**config.mk**
```make
export PLATFORM = sky130hd
export DESIGN_NAME = alu_share_arbiter
export DESIGN_NICKNAME = d
export VERILOG_FILES = /design/src/rtl/alu_pkg.sv /design/src/rtl/alu_resp_slot.sv /design/src/rtl/alu_share_arbiter.sv
export SDC_FILE = /design/constraint.sdc
export NUM_CORES = 1
export LEC_CHECK = 0
export CAP_MARGIN = 10
export CELL_PAD_IN_SITES_DETAIL_PLACEMENT = 1
export CELL_PAD_IN_SITES_GLOBAL_PLACEMENT = 1
export CORE_ASPECT_RATIO = 0.6
export CORE_UTILIZATION = 23
export CTS_BUF_LIST = sky130_fd_sc_hd__clkbuf_8
export CTS_CLUSTER_SIZE = 25
export DETAILED_ROUTE_END_ITERATION = 10
export PLACE_DENSITY_LB_ADDON = 0.25
export RECOVER_POWER = 25
export SYNTH_ARGS = -nofsm -noshare
export SYNTH_HDL_FRONTEND = slang
export SYNTH_SLANG_ARGS = --single-unit
```
**constraint.sdc**
```tcl
create_clock -name clk -period 4.12 [get_ports clk]
set_input_delay 0.412 -clock clk [delete_from_list [all_inputs] [get_ports clk]]
set_output_delay 0.412 -clock clk [all_outputs]
set_load 0.05 [all_outputs]
```
**src/rtl/alu_pkg.sv**
```systemverilog
// Shared definitions for the shared-ALU arbiter: opcode map, legality check,
// and default widths.
// Build option: ALU_ARB_FIXED_PRIO_EN (see alu_share_arbiter.sv).
package alu_pkg;

    localparam int ALU_DATA_W = 32;
    localparam int ALU_OP_W   = 4;

    localparam logic [ALU_OP_W-1:0] OP_ADD  = 4'b0000;
    localparam logic [ALU_OP_W-1:0] OP_SUB  = 4'b0001;
    localparam logic [ALU_OP_W-1:0] OP_AND  = 4'b0010;
    localparam logic [ALU_OP_W-1:0] OP_OR   = 4'b0011;
    localparam logic [ALU_OP_W-1:0] OP_XOR  = 4'b0100;
    localparam logic [ALU_OP_W-1:0] OP_SLL  = 4'b0101;
    localparam logic [ALU_OP_W-1:0] OP_SLT  = 4'b0111;
    localparam logic [ALU_OP_W-1:0] OP_SRL  = 4'b1000;
    localparam logic [ALU_OP_W-1:0] OP_SRA  = 4'b1001;
    localparam logic [ALU_OP_W-1:0] OP_PASS = 4'b1111;

    // Opcodes outside this set are still accepted but flagged as errors.
    function automatic logic is_legal_op(input logic [ALU_OP_W-1:0] op);
        case (op)
            OP_ADD, OP_SUB, OP_AND, OP_OR, OP_XOR,
            OP_SLL, OP_SLT, OP_SRL, OP_SRA, OP_PASS: is_legal_op = 1'b1;
            default:                                 is_legal_op = 1'b0;
        endcase
    endfunction

endpackage

```
**src/rtl/alu_resp_slot.sv**
```systemverilog
// One-deep response register with valid/ready handshake on the consumer side.
// A load in the same cycle as a consume refills the slot (no bubble).
module alu_resp_slot
    import alu_pkg::*;
#(
    parameter int DATA_W = ALU_DATA_W
) (
    input  logic              clk,
    input  logic              rst,
    input  logic              load_i,
    input  logic [DATA_W-1:0] result_i,
    input  logic              zero_i,
    input  logic              err_i,
    input  logic              ready_i,
    output logic              valid_o,
    output logic [DATA_W-1:0] result_o,
    output logic              zero_o,
    output logic              err_o
);

    logic              valid_q, valid_d;
    logic [DATA_W-1:0] result_q, result_d;
    logic              zero_q, zero_d;
    logic              err_q, err_d;

    // Next slot contents: refill wins over drain; otherwise hold.
    always_comb begin
        valid_d  = valid_q;
        result_d = result_q;
        zero_d   = zero_q;
        err_d    = err_q;
        if (load_i) begin
            valid_d  = 1'b1;
            result_d = result_i;
            zero_d   = zero_i;
            err_d    = err_i;
        end else if (valid_q && ready_i) begin
            valid_d  = 1'b0;
        end
    end

    // Slot storage, dropped on reset.
    always_ff @(posedge clk or posedge rst) begin
        if (rst) begin
            valid_q  <= 1'b0;
            result_q <= '0;
            zero_q   <= 1'b0;
            err_q    <= 1'b0;
        end else begin
            valid_q  <= valid_d;
            result_q <= result_d;
            zero_q   <= zero_d;
            err_q    <= err_d;
        end
    end

    assign valid_o  = valid_q;
    assign result_o = result_q;
    assign zero_o   = zero_q;
    assign err_o    = err_q;

endmodule

```
**src/rtl/alu_share_arbiter.sv**
```systemverilog
// Shares one external combinational ALU between two requesters with a
// round-robin, work-conserving grant and a one-deep response slot per port.
// Build option: ALU_ARB_FIXED_PRIO_EN -- when defined, port 0 always wins a
// tie and the round-robin pointer is removed (port 1 may starve).
module alu_share_arbiter
    import alu_pkg::*;
#(
    parameter int DATA_W = ALU_DATA_W,
    parameter int OP_W   = ALU_OP_W
) (
    input  logic              clk,
    input  logic              rst,

    input  logic              req0_valid,
    output logic              req0_ready,
    input  logic [DATA_W-1:0] req0_a,
    input  logic [DATA_W-1:0] req0_b,
    input  logic [OP_W-1:0]   req0_op,

    input  logic              req1_valid,
    output logic              req1_ready,
    input  logic [DATA_W-1:0] req1_a,
    input  logic [DATA_W-1:0] req1_b,
    input  logic [OP_W-1:0]   req1_op,

    output logic              resp0_valid,
    input  logic              resp0_ready,
    output logic [DATA_W-1:0] resp0_result,
    output logic              resp0_zero,
    output logic              resp0_err,

    output logic              resp1_valid,
    input  logic              resp1_ready,
    output logic [DATA_W-1:0] resp1_result,
    output logic              resp1_zero,
    output logic              resp1_err,

    output logic [DATA_W-1:0] alu_a,
    output logic [DATA_W-1:0] alu_b,
    output logic [OP_W-1:0]   alu_op,
    input  logic [DATA_W-1:0] alu_result,
    input  logic              alu_zero
);

    logic elig0, elig1;
    logic gnt0, gnt1;

    logic              op_legal;
    logic [DATA_W-1:0] cap_result;
    logic              cap_zero;
    logic              cap_err;

    // A port may issue when its slot is empty or is being drained this cycle.
    assign elig0 = req0_valid && (!resp0_valid || resp0_ready);
    assign elig1 = req1_valid && (!resp1_valid || resp1_ready);

`ifdef ALU_ARB_FIXED_PRIO_EN
    // Fixed priority: port 0 takes every tie.
    always_comb begin
        gnt0 = elig0;
        gnt1 = elig1 && !elig0;
    end
`else
    logic last_grant_q, last_grant_d;

    // Round-robin: on a tie the port that did not win last time is granted.
    always_comb begin
        gnt0 = 1'b0;
        gnt1 = 1'b0;
        if (elig0 && elig1) begin
            if (last_grant_q) gnt0 = 1'b1;
            else              gnt1 = 1'b1;
        end else begin
            gnt0 = elig0;
            gnt1 = elig1;
        end
    end

    // Pointer follows the winner and holds through idle cycles.
    always_comb begin
        last_grant_d = last_grant_q;
        if (gnt0)      last_grant_d = 1'b0;
        else if (gnt1) last_grant_d = 1'b1;
    end

    // Pointer resets to 1 so port 0 wins the first tie.
    always_ff @(posedge clk or posedge rst) begin
        if (rst) last_grant_q <= 1'b1;
        else     last_grant_q <= last_grant_d;
    end
`endif

    assign req0_ready = gnt0;
    assign req1_ready = gnt1;

    // Operand mux: port 1 only when it holds the grant; idle shows port 0.
    always_comb begin
        alu_a  = req0_a;
        alu_b  = req0_b;
        alu_op = req0_op;
        if (gnt1) begin
            alu_a  = req1_a;
            alu_b  = req1_b;
            alu_op = req1_op;
        end
    end

    // Illegal opcodes are captured as result 0 / zero 1 / err 1.
    always_comb begin
        op_legal   = is_legal_op(alu_op);
        cap_result = op_legal ? alu_result : '0;
        cap_zero   = op_legal ? alu_zero : 1'b1;
        cap_err    = !op_legal;
    end

    alu_resp_slot #(.DATA_W(DATA_W)) u_slot0 (
        .clk      (clk),
        .rst      (rst),
        .load_i   (gnt0),
        .result_i (cap_result),
        .zero_i   (cap_zero),
        .err_i    (cap_err),
        .ready_i  (resp0_ready),
        .valid_o  (resp0_valid),
        .result_o (resp0_result),
        .zero_o   (resp0_zero),
        .err_o    (resp0_err)
    );

    alu_resp_slot #(.DATA_W(DATA_W)) u_slot1 (
        .clk      (clk),
        .rst      (rst),
        .load_i   (gnt1),
        .result_i (cap_result),
        .zero_i   (cap_zero),
        .err_i    (cap_err),
        .ready_i  (resp1_ready),
        .valid_o  (resp1_valid),
        .result_o (resp1_result),
        .zero_o   (resp1_zero),
        .err_o    (resp1_err)
    );

endmodule
```
# Word level (Yosys, flattened, before mapping)
# Memory sizes are Yosys's and may differ from the RTL's.
# Cells that the tools add are included.
# word_totals
reg_bits	71
rom_bits	16
in_bits	175
out_inout_bits	140
n_memories	1
# op_classes
n_mux	15
reduce_logical	13
# memory_table
name	depth	width	rd	rd_ports_with_merged_regs	wr	line	source
(name not given)	16	1	1	0	0	alu_pkg.sv:22	case (op)
# ops
op	count
2-to-1 mux 32 bit	3
2-to-1 mux 1 bit	11
nonzero test 2 bit	3
logical AND 1 bit	5
2-to-1 mux 4 bit	1
zero test 1 bit	3
logical OR 1 bit	2

# Depth between registers and ports, before layout
# An unclocked memory read counts as a cell.
# logic_depth
word_depth	8
ltp_mapped	7
ltp_nobuf	5

# Hierarchy
# A second synthesis with hierarchy kept.
# unflattened
hier_cells	432
area_unflattened_um2	4401.7
# by_module_without_submodules
mod	n_inst	cells_each	area_each_um2
alu_resp_slot	2	76	1453.9
alu_share_arbiter	1	280	1493.9

# Worst setup path after synthesis
# No wires, ideal clock.
# synth_path
kind	register to output
startpoint	reg u_slot1.valid_q (netlist: u_slot1.valid_o)
endpoint	out alu_a[22]
arrival_time_ns	2.036
required_ns	3.708
setup_slack_ns	1.672
path_stages_with_launch	8
cell_sequence	dfrtp_1 nor2b_2 a311o_1 inv_2 buf_6 buf_4 nand2_1 nand2_1
# synth_between
elab_chain_cells	6
# synth_lines
item	line	source
from (decl)	alu_resp_slot.sv:21	logic valid_q, valid_d;
from (signal assigned)	alu_resp_slot.sv:50	valid_q <= valid_d;
zero test 1 bit (*)	alu_share_arbiter.sv:55	assign elig1 = req1_valid && (!resp1_valid || resp1_ready);
logical OR 1 bit (*)	alu_share_arbiter.sv:55	
logical AND 1 bit (*)	alu_share_arbiter.sv:55	
logical AND 1 bit	alu_share_arbiter.sv:70	if (elig0 && elig1) begin
2-to-1 mux 1 bit (*)	alu_share_arbiter.sv:70	
named net req1_ready	alu_share_arbiter.sv:21	output logic req1_ready,
2-to-1 mux 32 bit (*)	alu_share_arbiter.sv:101	if (gnt1) begin
to (decl)	alu_share_arbiter.sv:38	output logic [DATA_W-1:0] alu_a,
# Mark *: on every way through the listed nets, which the timed path passes. The rest lies on a longest branch.

# Final worst setup path
# layout_path
startpoint	in resp0_ready
endpoint	out alu_a[12]
# layout_between
elab_chain_cells	5
# layout_lines
item	line	source
from (decl)	alu_share_arbiter.sv:27	input logic resp0_ready,
logical OR 1 bit	alu_share_arbiter.sv:54	assign elig0 = req0_valid && (!resp0_valid || resp0_ready);
logical AND 1 bit	alu_share_arbiter.sv:54	
logical AND 1 bit	alu_share_arbiter.sv:70	
2-to-1 mux 1 bit	alu_share_arbiter.sv:70	
2-to-1 mux 32 bit	alu_share_arbiter.sv:101	
# No other way between the ends.

==> summary.md <==
| Metric | Value |
|---|---|
| Clk_skew | `approximately 0.0077 ns` |
| Worst setup margin | `between 1 and 1.5 ns` |
| Root Driver | `clkbuf_8` |
| Die Wd | `about 170 µm` |
| YS warnings | `0` |
| Reg2reg setup slack | `around 1.6 ns` |
| Setup_tns | `0 ns` |
| Vias after detailed routing | `about 4.7k` |
| R2R depth | `7` |
| Layout cells sized above 1 | `between 10% and 20%` |
| Clk sink count | `71` |
| Hold Path Sink | `u_slot0.result_o[27]$_DFFE_PP0P_` |
| Initial antenna violation count | `0` |
| Syn avg cell area | `roughly 7.0 µm²` |
| Buffers on Ports | `314` |
| Worst slew pin tran | `1.233 ns` |
| Flops & latches, synth | `slightly above 70` |
| Clock transition at path regs | `0.07 ns` |
| Area grow syn2layout | `89.05%` |
| Post-synthesis sequential area ratio | `between 40% and 50%` |
| RD Place Congestion | `0.8136` |
| Req. time, crit path | `around 3.7 ns` |
| Cell Pwr Density | `just over 500 mW/mm²` |
| Final hold slack | `0.4817 ns` |
| WL met2 | `8788 µm` |
| CP max FO | `75` |
| Initial detailed-routing violation count | `between 100 and 150` |
| DRC viols | `0` |
| Post-detailed-route count of antenna-violating nets | `0` |
| Nets@finish | `a little over 1k` |
| Post-detail-place hpwl | `roughly 14000 µm` |
| DRT Wirelength | `~18000 µm` |
| Cts hold-fix bufs | `0` |
| Vias in the first global route | `roughly 4.7k` |
| Worst Setup Start Kind | `primary input` |
| Worst EP arrival | `~2.7 ns` |
| Worst hold start | `u_slot0.result_o[27]$_DFFE_PP0P_` |
| Final worst-path cycle share | `74.48%` |
| WL met1 | `between 7000 and 8000 µm` |
| Via/cell ratio | `4.483` |
| Post-CTS Setup Bufs | `0` |
| Pre-CTS worst setup slack | `around 1.0 ns` |
| Commonest non-fill, non-tap cell in the layout | `nand2_1` |
| DRT Pass-1 Iters | `4` |
| Reg2reg end | `u_slot1.result_o[14]$_DFFE_PP0N_` |
| H-tree depth | `3` |
| Maximum clock frequency | `roughly 330 MHz` |
| Worst hold path class | `reg -> reg` |
| Reg2reg start | `u_slot1.valid_o$_DFFE_PP0P_` |
| ANT cells | `0` |
| Utilization after layout | `between 40% and 50%` |
| # rows | `35` |
| Die span in y | `between 100 and 150 µm` |
| Met3 wire len | `between 1000 and 1500 µm` |
| Final hold vios | `0` |
| RSZ-0062 raised after global routing | `false` |
| Count of final max-slew check failures | `0` |
| Post-Syn Nets | `707` |
| Final min period | `about 3.1 ns` |
| Core Box Area | `0.01563 mm²` |
| DIE AREA | `around 0.017 mm²` |
| # setup viols final | `0` |
| Most frequent cells in the layout | `nand2_1 (336), clkdlybuf4s50_1 (245), buf_4 (74)` |
| Max Buffers Root-to-Sink | `2` |
| Max-capacitance violation count | `0` |
| Mapped cell area | `about 0.0037 mm²` |
| Resized cells post-CTS | `0` |
| Relative slew slack | `approximately 18%` |
| GRT Total Usage | `between 20 and 25%` |
| Clk_lat worst skew | `~0.35 ns` |
| Syn Inst Count | `532` |
| Starting Density | `23.98%` |
| Status | `finished clean` |
| Worst hold path stage count | `2` |
| Inst Count DP | `~1.0k` |
| Fill count | `1914` |
| First-pass GRT wire length | `between 20000 and 30000 µm` |
| Peak supply drop | `between 0.3 and 0.4 mV` |
| Post-Layout Cell Count | `between 1k and 1.5k` |
| Crit Path Category | `in -> out` |
| Remaining Overflow, GRT | `0` |
| Leak | `approximately 3.3 nW` |
| Drt wl/cell | `between 15 and 20 µm` |
| TritonCTS clock tree | `done` |
| Largest net degree at the start of global routing | `76` |
| IO Pins | `about 320` |
| Yosys cell types | `22` |
| Top sig layer | `met4` |
| TritonCTS buffer count | `9` |
| Worst setup EP type | `output port` |
-- cells in the mapped netlist (all sizes together) --
library cell	n	share of area [%]
dfrtp	70	47
clkbuf	11	1.1
o21ai	69	9.2
inv	5	0.50
o31a	2	0.47
mux2	2	0.60
nor3	1	0.13
dfstp	1	0.70
o311ai	1	0.70
buf	23	4.0
a21o	1	0.20
nand2	336	34
nand2b	4	0.87
a311o	1	0.27
nor2b	5	0.90
-- metal layers --
| layer | track usage (%) | vias up |
|---|---|---|
| met5 | 0 | - |
| met3 | 5.889 | 19 |
| met1 | 25.93 | 2239 |
| met4 | 3.989 | 0 |
| li1 | - | 2246 |
| met2 | 34.42 | 154 |
-- stage by stage --
step	area (µm²)	total power (W)
detailed placement	6858	0.002993
global route	7087	0.003785
finish	7087	0.003609
global placement	6858	0.002957
floorplan	3749	0.002203
CTS	7089	0.003650
-- cells by family (layout without fill, tap and decap cells) --
group | count (synthesis) | after routing | synth area share (%)
flops | 71 | 71 | 47.43
simple gates | 346 | 346 | 35.55
compound gates | 74 | 74 | 10.85
buf+inv | 39 | 343 | 5.574
mux | 2 | 2 | 0.6008
-- sequential cells by signal (all words and copies together) (netlist names) --
signal	count
u_slot1.valid_o	1
u_slot0.valid_o	1
u_slot0.zero_o	1
u_slot1.err_o	1
u_slot1.zero_o	1
u_slot1.result_o	32
u_slot0.result_o	32
last_grant_q	1
u_slot0.err_o	1
-- power breakdown --
group	switching (W)	leakage, nW	total (W)	internal [W]
sequential	0.0000965	0.897	0.000952	0.000856
clock	0.000274	0.112	0.000647	0.000373
combinational	0.00136	2.32	0.00201	0.000652
-- worst max path at each step --
stage                                            from         to  slack (ns)  depth (start not counted)
after floorplan           u_slot1.valid_o$_DFFE_PP0P_  alu_a[22]        1.67                          7
after global placement                    resp0_ready  alu_a[12]        1.09                          8
after detailed placement                  resp0_ready  alu_a[12]        1.05                          8
after CTS                                 resp0_ready  alu_a[12]        1.04                          8
after global routing                      resp0_ready  alu_a[12]        0.91                          8
final                                     resp0_ready  alu_a[12]        1.05                          8
-- critical path, stage by stage --
cell             delay (ns)
clkdlybuf4s50_1        0.41
nand2b_4               0.17
a311o_2                0.42
clkinv_2               0.08
buf_4                  0.59
nand2_1                0.12
nand2_1                0.16
buf_4                  0.22
-- layout make-up --
type	instances	area (µm²)	share of cell area, %
Clock inverter	5	80.08	1.130
Sequential cell	71	1778	25.09
Clock buffer	11	151.4	2.136
Inverter	5	20.02	0.2825
Multi-Input combinational cell	422	1770	24.98
Timing Repair Buffer	322	3033	42.80
Tap cell	203	254.0	3.584
(Power assumes the default switching activity.)
